--- config.mk ---
export PLATFORM = sky130hd
export DESIGN_NAME = pwl_activation_pipe
export DESIGN_NICKNAME = d
export VERILOG_FILES = /design/src/rtl/pwl_act_pkg.sv /design/src/rtl/pwl_activation_pipe_lane.sv /design/src/rtl/pwl_activation_pipe.sv
export SDC_FILE = /design/constraint.sdc
export NUM_CORES = 2
export LEC_CHECK = 0
export ABC_AREA = 1
export CAP_MARGIN = 25
export CORE_MARGIN = 2
export CORE_UTILIZATION = 27
export DETAILED_ROUTE_END_ITERATION = 8
export SLEW_MARGIN = 20
export SYNTH_ARGS = -nofsm -noshare
export SYNTH_HDL_FRONTEND = slang
export SYNTH_SLANG_ARGS = --single-unit
--- constraint.sdc ---
create_clock -name clk -period 14.95 [get_ports clk]
set_clock_uncertainty 0.15 [all_clocks]
set_input_delay 1.495 -clock clk [delete_from_list [all_inputs] [get_ports clk]]
set_output_delay 1.495 -clock clk [all_outputs]
set_load 0.01 [all_outputs]
--- src/rtl/pwl_act_pkg.sv ---
// ---------------------------------------------------------------------------
// pwl_act_pkg
//   Shared types and fixed-point constants for the piecewise-linear
//   activation pipeline.
//
//   act_mode_t      : activation selector that travels with each beat.
//   fx_* functions  : breakpoints/offsets as unsigned fixed-point values for
//                     a given number of fractional bits. Callers truncate
//                     the 64-bit result to their own data width. Requires
//                     frac_bits >= 5 so every constant is exact.
// ---------------------------------------------------------------------------
package pwl_act_pkg;

    typedef enum logic [1:0] {
        ACT_SIGMOID = 2'b00,
        ACT_TANH    = 2'b01,
        ACT_RELU    = 2'b10,
        ACT_BYPASS  = 2'b11
    } act_mode_t;

    // 5.0
    function automatic logic [63:0] fx_five(input int unsigned frac_bits);
        return 64'd5 << frac_bits;
    endfunction

    // 2.375 = 19/8
    function automatic logic [63:0] fx_2p375(input int unsigned frac_bits);
        return 64'd19 << (frac_bits - 3);
    endfunction

    // 1.0
    function automatic logic [63:0] fx_one(input int unsigned frac_bits);
        return 64'd1 << frac_bits;
    endfunction

    // 0.84375 = 27/32
    function automatic logic [63:0] fx_0p84375(input int unsigned frac_bits);
        return 64'd27 << (frac_bits - 5);
    endfunction

    // 0.625 = 5/8
    function automatic logic [63:0] fx_0p625(input int unsigned frac_bits);
        return 64'd5 << (frac_bits - 3);
    endfunction

    // 0.5
    function automatic logic [63:0] fx_0p5(input int unsigned frac_bits);
        return 64'd1 << (frac_bits - 1);
    endfunction

endpackage

--- src/rtl/pwl_activation_pipe_lane.sv ---
// ---------------------------------------------------------------------------
// pwl_act_lane
//   S2/S3 datapath for one lane. S2 forms |x| (with the tanh 2x pre-scale),
//   picks the segment and registers the segment offset plus shifted term.
//   S3 adds them, applies the negative-input reflection and the tanh
//   rescale, and registers the lane output.
//
//   clk, rst_n : clock / asynchronous active-high reset
//   adv        : pipeline advance, shared by all lanes
//   s1_mode    : mode of the beat currently in S1 (feeds S2 logic)
//   s2_mode    : mode of the beat currently in S2 (feeds S3 logic)
//   s1_data    : this lane's S1 value, signed Q(DW-FB).FB
//   y          : registered activated value (S3)
//   sat        : registered saturation flag (S3)
// ---------------------------------------------------------------------------
module pwl_act_lane
    import pwl_act_pkg::*;
#(
    parameter int DATA_WIDTH = 32,
    parameter int FRAC_BITS  = 16
) (
    input  logic                  clk,
    input  logic                  rst_n,
    input  logic                  adv,
    input  act_mode_t             s1_mode,
    input  act_mode_t             s2_mode,
    input  logic [DATA_WIDTH-1:0] s1_data,
    output logic [DATA_WIDTH-1:0] y,
    output logic                  sat
);

    localparam logic [DATA_WIDTH-1:0] K_FIVE    = DATA_WIDTH'(fx_five(FRAC_BITS));
    localparam logic [DATA_WIDTH-1:0] K_2P375   = DATA_WIDTH'(fx_2p375(FRAC_BITS));
    localparam logic [DATA_WIDTH-1:0] K_ONE     = DATA_WIDTH'(fx_one(FRAC_BITS));
    localparam logic [DATA_WIDTH-1:0] K_0P84375 = DATA_WIDTH'(fx_0p84375(FRAC_BITS));
    localparam logic [DATA_WIDTH-1:0] K_0P625   = DATA_WIDTH'(fx_0p625(FRAC_BITS));
    localparam logic [DATA_WIDTH-1:0] K_0P5     = DATA_WIDTH'(fx_0p5(FRAC_BITS));
    localparam logic [DATA_WIDTH-1:0] MAX_POS   = {1'b0, {(DATA_WIDTH-1){1'b1}}};
    localparam logic [DATA_WIDTH-1:0] MIN_NEG   = {1'b1, {(DATA_WIDTH-1){1'b0}}};

    logic [DATA_WIDTH-1:0] x_s;
    logic [DATA_WIDTH-1:0] a;
    logic                  dbl_sat;
    logic                  a_clip;
    logic [DATA_WIDTH-1:0] base_d;
    logic [DATA_WIDTH-1:0] term_d;
    logic                  neg_d;
    logic                  sat_d;

    logic [DATA_WIDTH-1:0] s2_base;
    logic [DATA_WIDTH-1:0] s2_term;
    logic                  s2_neg;
    logic                  s2_sat;

    logic [DATA_WIDTH-1:0] sum;
    logic [DATA_WIDTH-1:0] mag;
    logic [DATA_WIDTH-1:0] y_d;

    // S2: scale, abs, segment select.
    // ReLU/bypass reuse the same registers: base=0 and term carries the
    // final value, so S3's adder passes it through unchanged.
    always_comb begin
        x_s     = s1_data;
        dbl_sat = 1'b0;
        a_clip  = 1'b0;
        a       = '0;
        base_d  = '0;
        term_d  = '0;
        neg_d   = 1'b0;
        sat_d   = 1'b0;

        if (s1_mode == ACT_TANH) begin
            // 2x overflows exactly when the two top bits differ
            if (s1_data[DATA_WIDTH-1] != s1_data[DATA_WIDTH-2]) begin
                dbl_sat = 1'b1;
                x_s     = s1_data[DATA_WIDTH-1] ? MIN_NEG : MAX_POS;
            end else begin
                x_s = {s1_data[DATA_WIDTH-2:0], 1'b0};
            end
        end

        if (x_s == MIN_NEG) begin
            a      = MAX_POS;
            a_clip = 1'b1;
        end else if (x_s[DATA_WIDTH-1]) begin
            a = -x_s;
        end else begin
            a = x_s;
        end

        case (s1_mode)
            ACT_SIGMOID, ACT_TANH: begin
                neg_d = x_s[DATA_WIDTH-1];
                sat_d = dbl_sat | a_clip | (a >= K_FIVE);
                if (a >= K_FIVE) begin
                    base_d = K_ONE;
                end else if (a >= K_2P375) begin
                    base_d = K_0P84375;
                    term_d = a >> 5;
                end else if (a >= K_ONE) begin
                    base_d = K_0P625;
                    term_d = a >> 3;
                end else begin
                    base_d = K_0P5;
                    term_d = a >> 2;
                end
            end
            ACT_RELU: begin
                term_d = s1_data[DATA_WIDTH-1] ? '0 : s1_data;
            end
            default: begin
                term_d = s1_data;
            end
        endcase
    end

    always_ff @(posedge clk or posedge rst_n) begin
        if (rst_n) begin
            s2_base <= '0;
            s2_term <= '0;
            s2_neg  <= 1'b0;
            s2_sat  <= 1'b0;
        end else if (adv) begin
            s2_base <= base_d;
            s2_term <= term_d;
            s2_neg  <= neg_d;
            s2_sat  <= sat_d;
        end
    end

    // S3: combine. sum never exceeds 1.0 in sigmoid/tanh, so no overflow.
    always_comb begin
        sum = s2_base + s2_term;
        mag = s2_neg ? (K_ONE - sum) : sum;
        case (s2_mode)
            ACT_SIGMOID: y_d = mag;
            // 2*y - 1.0 formed one bit wider, result always fits DATA_WIDTH
            ACT_TANH:    y_d = DATA_WIDTH'({mag, 1'b0} - {1'b0, K_ONE});
            default:     y_d = sum;
        endcase
    end

    always_ff @(posedge clk or posedge rst_n) begin
        if (rst_n) begin
            y   <= '0;
            sat <= 1'b0;
        end else if (adv) begin
            y   <= y_d;
            sat <= s2_sat;
        end
    end

endmodule

--- src/rtl/pwl_activation_pipe.sv ---
// ---------------------------------------------------------------------------
// pwl_activation_pipe
//   Multi-lane piecewise-linear activation (sigmoid / tanh / ReLU / bypass),
//   3-stage pipeline with a single global advance for valid/ready flow.
//   S1 registers data and mode here; S2/S3 live in one pwl_act_lane per lane.
//   Parameters must satisfy 5 <= FRAC_BITS <= DATA_WIDTH-4 and LANES >= 1.
//
//   clk      : clock, rising edge
//   rst_n    : asynchronous reset, active-high (1 = reset)
//   i_valid  : input beat valid
//   i_ready  : block accepts a beat this cycle
//   i_mode   : 00 sigmoid, 01 tanh, 10 ReLU, 11 bypass (per beat)
//   i_data   : LANES x DATA_WIDTH, lane k at [k*DATA_WIDTH +: DATA_WIDTH]
//   o_valid  : output beat valid
//   o_ready  : downstream accepts the beat
//   o_data   : activated lanes, same packing as i_data
//   o_sat    : per-lane saturation flag
// ---------------------------------------------------------------------------
module pwl_activation_pipe
    import pwl_act_pkg::*;
#(
    parameter int DATA_WIDTH = 32,
    parameter int FRAC_BITS  = 16,
    parameter int LANES      = 4
) (
    input  logic                        clk,
    input  logic                        rst_n,
    input  logic                        i_valid,
    output logic                        i_ready,
    input  logic [1:0]                  i_mode,
    input  logic [LANES*DATA_WIDTH-1:0] i_data,
    output logic                        o_valid,
    input  logic                        o_ready,
    output logic [LANES*DATA_WIDTH-1:0] o_data,
    output logic [LANES-1:0]            o_sat
);

    logic                        adv;
    logic                        s1_valid;
    logic                        s2_valid;
    act_mode_t                   s1_mode;
    act_mode_t                   s2_mode;
    logic [LANES*DATA_WIDTH-1:0] s1_data;

    // Whole pipe moves together; bubbles shift through rather than collapse.
    assign adv     = !o_valid || o_ready;
    assign i_ready = adv;

    always_ff @(posedge clk or posedge rst_n) begin
        if (rst_n) begin
            s1_valid <= 1'b0;
            s2_valid <= 1'b0;
            o_valid  <= 1'b0;
            s1_mode  <= ACT_SIGMOID;
            s2_mode  <= ACT_SIGMOID;
            s1_data  <= '0;
        end else if (adv) begin
            s1_valid <= i_valid;
            s2_valid <= s1_valid;
            o_valid  <= s2_valid;
            s1_mode  <= act_mode_t'(i_mode);
            s2_mode  <= s1_mode;
            s1_data  <= i_data;
        end
    end

    for (genvar k = 0; k < LANES; k++) begin : g_lane
        pwl_act_lane #(
            .DATA_WIDTH (DATA_WIDTH),
            .FRAC_BITS  (FRAC_BITS)
        ) u_lane (
            .clk     (clk),
            .rst_n   (rst_n),
            .adv     (adv),
            .s1_mode (s1_mode),
            .s2_mode (s2_mode),
            .s1_data (s1_data[k*DATA_WIDTH +: DATA_WIDTH]),
            .y       (o_data[k*DATA_WIDTH +: DATA_WIDTH]),
            .sat     (o_sat[k])
        );
    end

endmodule

==> metrics.txt <==
P_leak 0.0196 µW; final non-filler cell total 7,520; initial antenna violation count 6; clk sinks 419; DRT Wirelength 134,000 µm; Worst-Skew Late Latency 660 ps; Critical Path RT 15,320 ps; Core Region 128,000 µm²; Via density 4.93; Finish-stage setup viols 0; layout cells sized above 1 5.77%; CP Capture Type flip-flop; DRT Pass-1 Iters 7; routability cong. 0.952; Syn Nets 5,838; H-tree Lvls 2; Max VDD drop 104 µV; mapped cell area 34,900 µm²; Reg clk slew, reported paths 60 ps; cells after synthesis 5,648; arrival time at the worst endpoint 5870 ps; Final min period 5500 ps; Most Frequent Cell on Critical Path nand2_1; area grow syn2layout 16.6%; hold crit path type reg -> reg; Final Hold Fails 0; initial core utilization 27.3%; number of I/O port buffers 267; slew margin rel. 28.5%; Hold WS 330 ps; crit-path cells inv_2 > nand2_4 > buf_4 > nand2_1 > o21ai_2 > ha_1 > nand2_1 > nor2_2 > nand3_1 > nor2_1 > nand2_1 > nand3_1 > nand3_1 > nor2_1 > nand2_1 > nor2_4 > nand2_1 > nand2_1 > nand3_1 > nand2_1 > a21oi_1; slowest stage delay, CP 620 ps; fin util 31.8%; Die H 364 µm; DRT iter0 DRCs 3,613; global-route wire length before repair 205,000 µm; row count 131; Power Dens Cells 206 nW/µm²; Post-DRT Antenna Nets 0; count of cell types in the netlist 59; placed insts 7,419; EDFF count, synth 0; sequential share of the synthesized area 30.0%; startpoint types flip-flop; GRT overflow 0; dpl ws 9520 ps; wire per inst 17.8 µm; I/O pin total 268; Pins Over Slew Limit 0; Max clock buf depth 3; YS warnings 0; Mapped Avg Cell Area 6.18 µm²; CP max stage cell buf_4; Max Fclk 182 MHz; outcome completed; fin crit share 36.8%; chip width 364 µm; critical setup path kind reg -> reg; Async S/R FF share, synth 100%; Final HPWL DP 102,000 µm; Final #Nets 5,936; predominant post-synthesis flop cell dfrtp_1; Num CTS Buffers 53; postcts setup bufs 0; CTS tree built; hold buffer count at cts 0; vias in the first global route 34,100; flops & latches, synth 419; GRT Total Usage 19.8%; vias post-DR 37,100; max cap viols 0; # fillers 14,100; RSZ-0062 raised after global routing false; final setup TNS 0 ps; Inserted Diodes 0; drc violations 0; Max FO, Critical Path 58; Total Die Area 132,000 µm²; Final WS setup 9450 ps; CTS root buffer clkbuf_16; actual slew at the worst max-slew pin 1070 ps; post_cts resized 0; largest net degree at the start of global routing 101
where the power goes:
part | switching, µW | internal (µW)
clock network | 574 | 907
logic | 3290 | 1590
registers | 487 | 1530
total | 4350 | 4030
registers in the layout, indices dropped and copies added, names as in the netlist:
name                   cells
g_lane.u_lane.s2_term    128
g_lane.u_lane.y          128
s1_data                  128
g_lane.u_lane.s2_base     16
g_lane.u_lane.s2_neg       4
g_lane.u_lane.s2_sat       4
g_lane.u_lane.sat          4
s1_mode                    2
s2_mode                    2
o_valid                    1
s1_valid                   1
s2_valid                   1
synth_stat cells, types with 23 or more instances:
master	number	area share, %
nand2_1	1962	21
clkbuf_1	156	1.7
a31oi_1	23	0.41
inv_1	551	5.9
nand3_1	579	8.3
a21oi_1	281	4.0
dfrtp_1	419	30
nor2_2	29	0.52
a22oi_1	31	0.67
nand4_1	47	0.84
nand3_2	25	0.72
buf_6	31	1.0
o21ai_0	312	4.5
xor2_1	98	2.5
nor2_1	596	6.4
o221ai_1	29	0.73
o22ai_1	31	0.56
nor3_1	33	0.47
ha_1	52	1.9
a21oi_2	30	0.75
buf_2	38	0.54
o21ai_1	36	0.52
kinds of logic (layout without fill, tap and decap cells):
group / Yosys count / count (layout) / share of synthesized area [%]
AOI/OAI and AO/OA: 858 / 858 / 14.2
and+or+nand+nor: 3358 / 3358 / 40.6
xor gates and xnor gates: 118 / 118 / 2.96
buffers and inverters: 839 / 982 / 10.2
DFF: 419 / 419 / 30.0
adders and majority gates: 56 / 56 / 2.09
worst paths after layout:
kind                            slack, ps                     from  cells after the start                           to
worst max-delay path                 9450               s1_mode[1]                     21  g_lane[1].u_lane.s2_term[0]
worst min register to register        330  g_lane[2].u_lane.s2_sat                      2         g_lane[2].u_lane.sat
max in group asynchronous           11190                    rst_n                      4       g_lane[0].u_lane.y[28]
worst min-delay path                  330  g_lane[2].u_lane.s2_sat                      2         g_lane[2].u_lane.sat
worst max register to register       9450               s1_mode[1]                     21  g_lane[1].u_lane.s2_term[0]
min in group asynchronous            1200                    rst_n                      2        g_lane[3].u_lane.y[5]
routing by layer:
metal  GRT usage (%)  routed length (µm)
met2            28.5               54600
met4            6.24                4320
met5               0                  54
met3            4.61               10700
met1            28.8               64100
cell type report:
cell class / instances / area, µm² / area share [%]
Timing Repair Buffer: 305 / 2960 / 7.27
Clock inverter: 34 / 495 / 1.22
Multi-Input combinational cell: 4390 / 20900 / 51.4
Tap cell: 1729 / 2160 / 5.32
Clock buffer: 66 / 1480 / 3.63
Inverter: 577 / 2180 / 5.37
Sequential cell: 419 / 10500 / 25.8
stage by stage:
stage / total power, µW / area [µm²]
floorplan: 5190 / 34900
global placement: 6810 / 38700
detailed placement: 6840 / 38700
CTS: 8370 / 40700
global route: 9110 / 40700
finish: 8370 / 40700
placed cells by master, fill, tap and decap left out, types with 17 or more instances in the layout:
| master | count |
|---|---|
| xnor2_1 | 20 |
| o221ai_1 | 29 |
| o22ai_1 | 31 |
| nand2_1 | 1962 |
| o21ai_0 | 308 |
| o21ai_2 | 25 |
| nand3_2 | 25 |
| clkdlybuf4s50_1 | 267 |
| clkbuf_16 | 55 |
| a31oi_1 | 23 |
| o21ai_1 | 36 |
| nor2_4 | 17 |
| inv_1 | 550 |
| a21oi_1 | 281 |
| xor2_1 | 98 |
| nand3_1 | 579 |
| nand3b_1 | 19 |
| a21oi_2 | 30 |
| dfrtp_1 | 418 |
| nand4_1 | 47 |
| a22oi_1 | 31 |
| inv_2 | 22 |
| nor3_1 | 33 |
| nor2_2 | 29 |
| buf_4 | 38 |
| ha_1 | 52 |
| nor2_1 | 593 |
| nand2_2 | 21 |
worst max-delay path: cells and delay by family (launching register included):
kind / cells / cell delay (ps)
AO/OA/AOI/OAI: 2 / 170
adder cells (fa/ha/maj): 1 / 200
buffers and inverters: 2 / 920
flip-flops: 1 / 560
AND/OR/NAND/NOR: 16 / 3340
No activity file was read; power rests on OpenSTA's default activity.
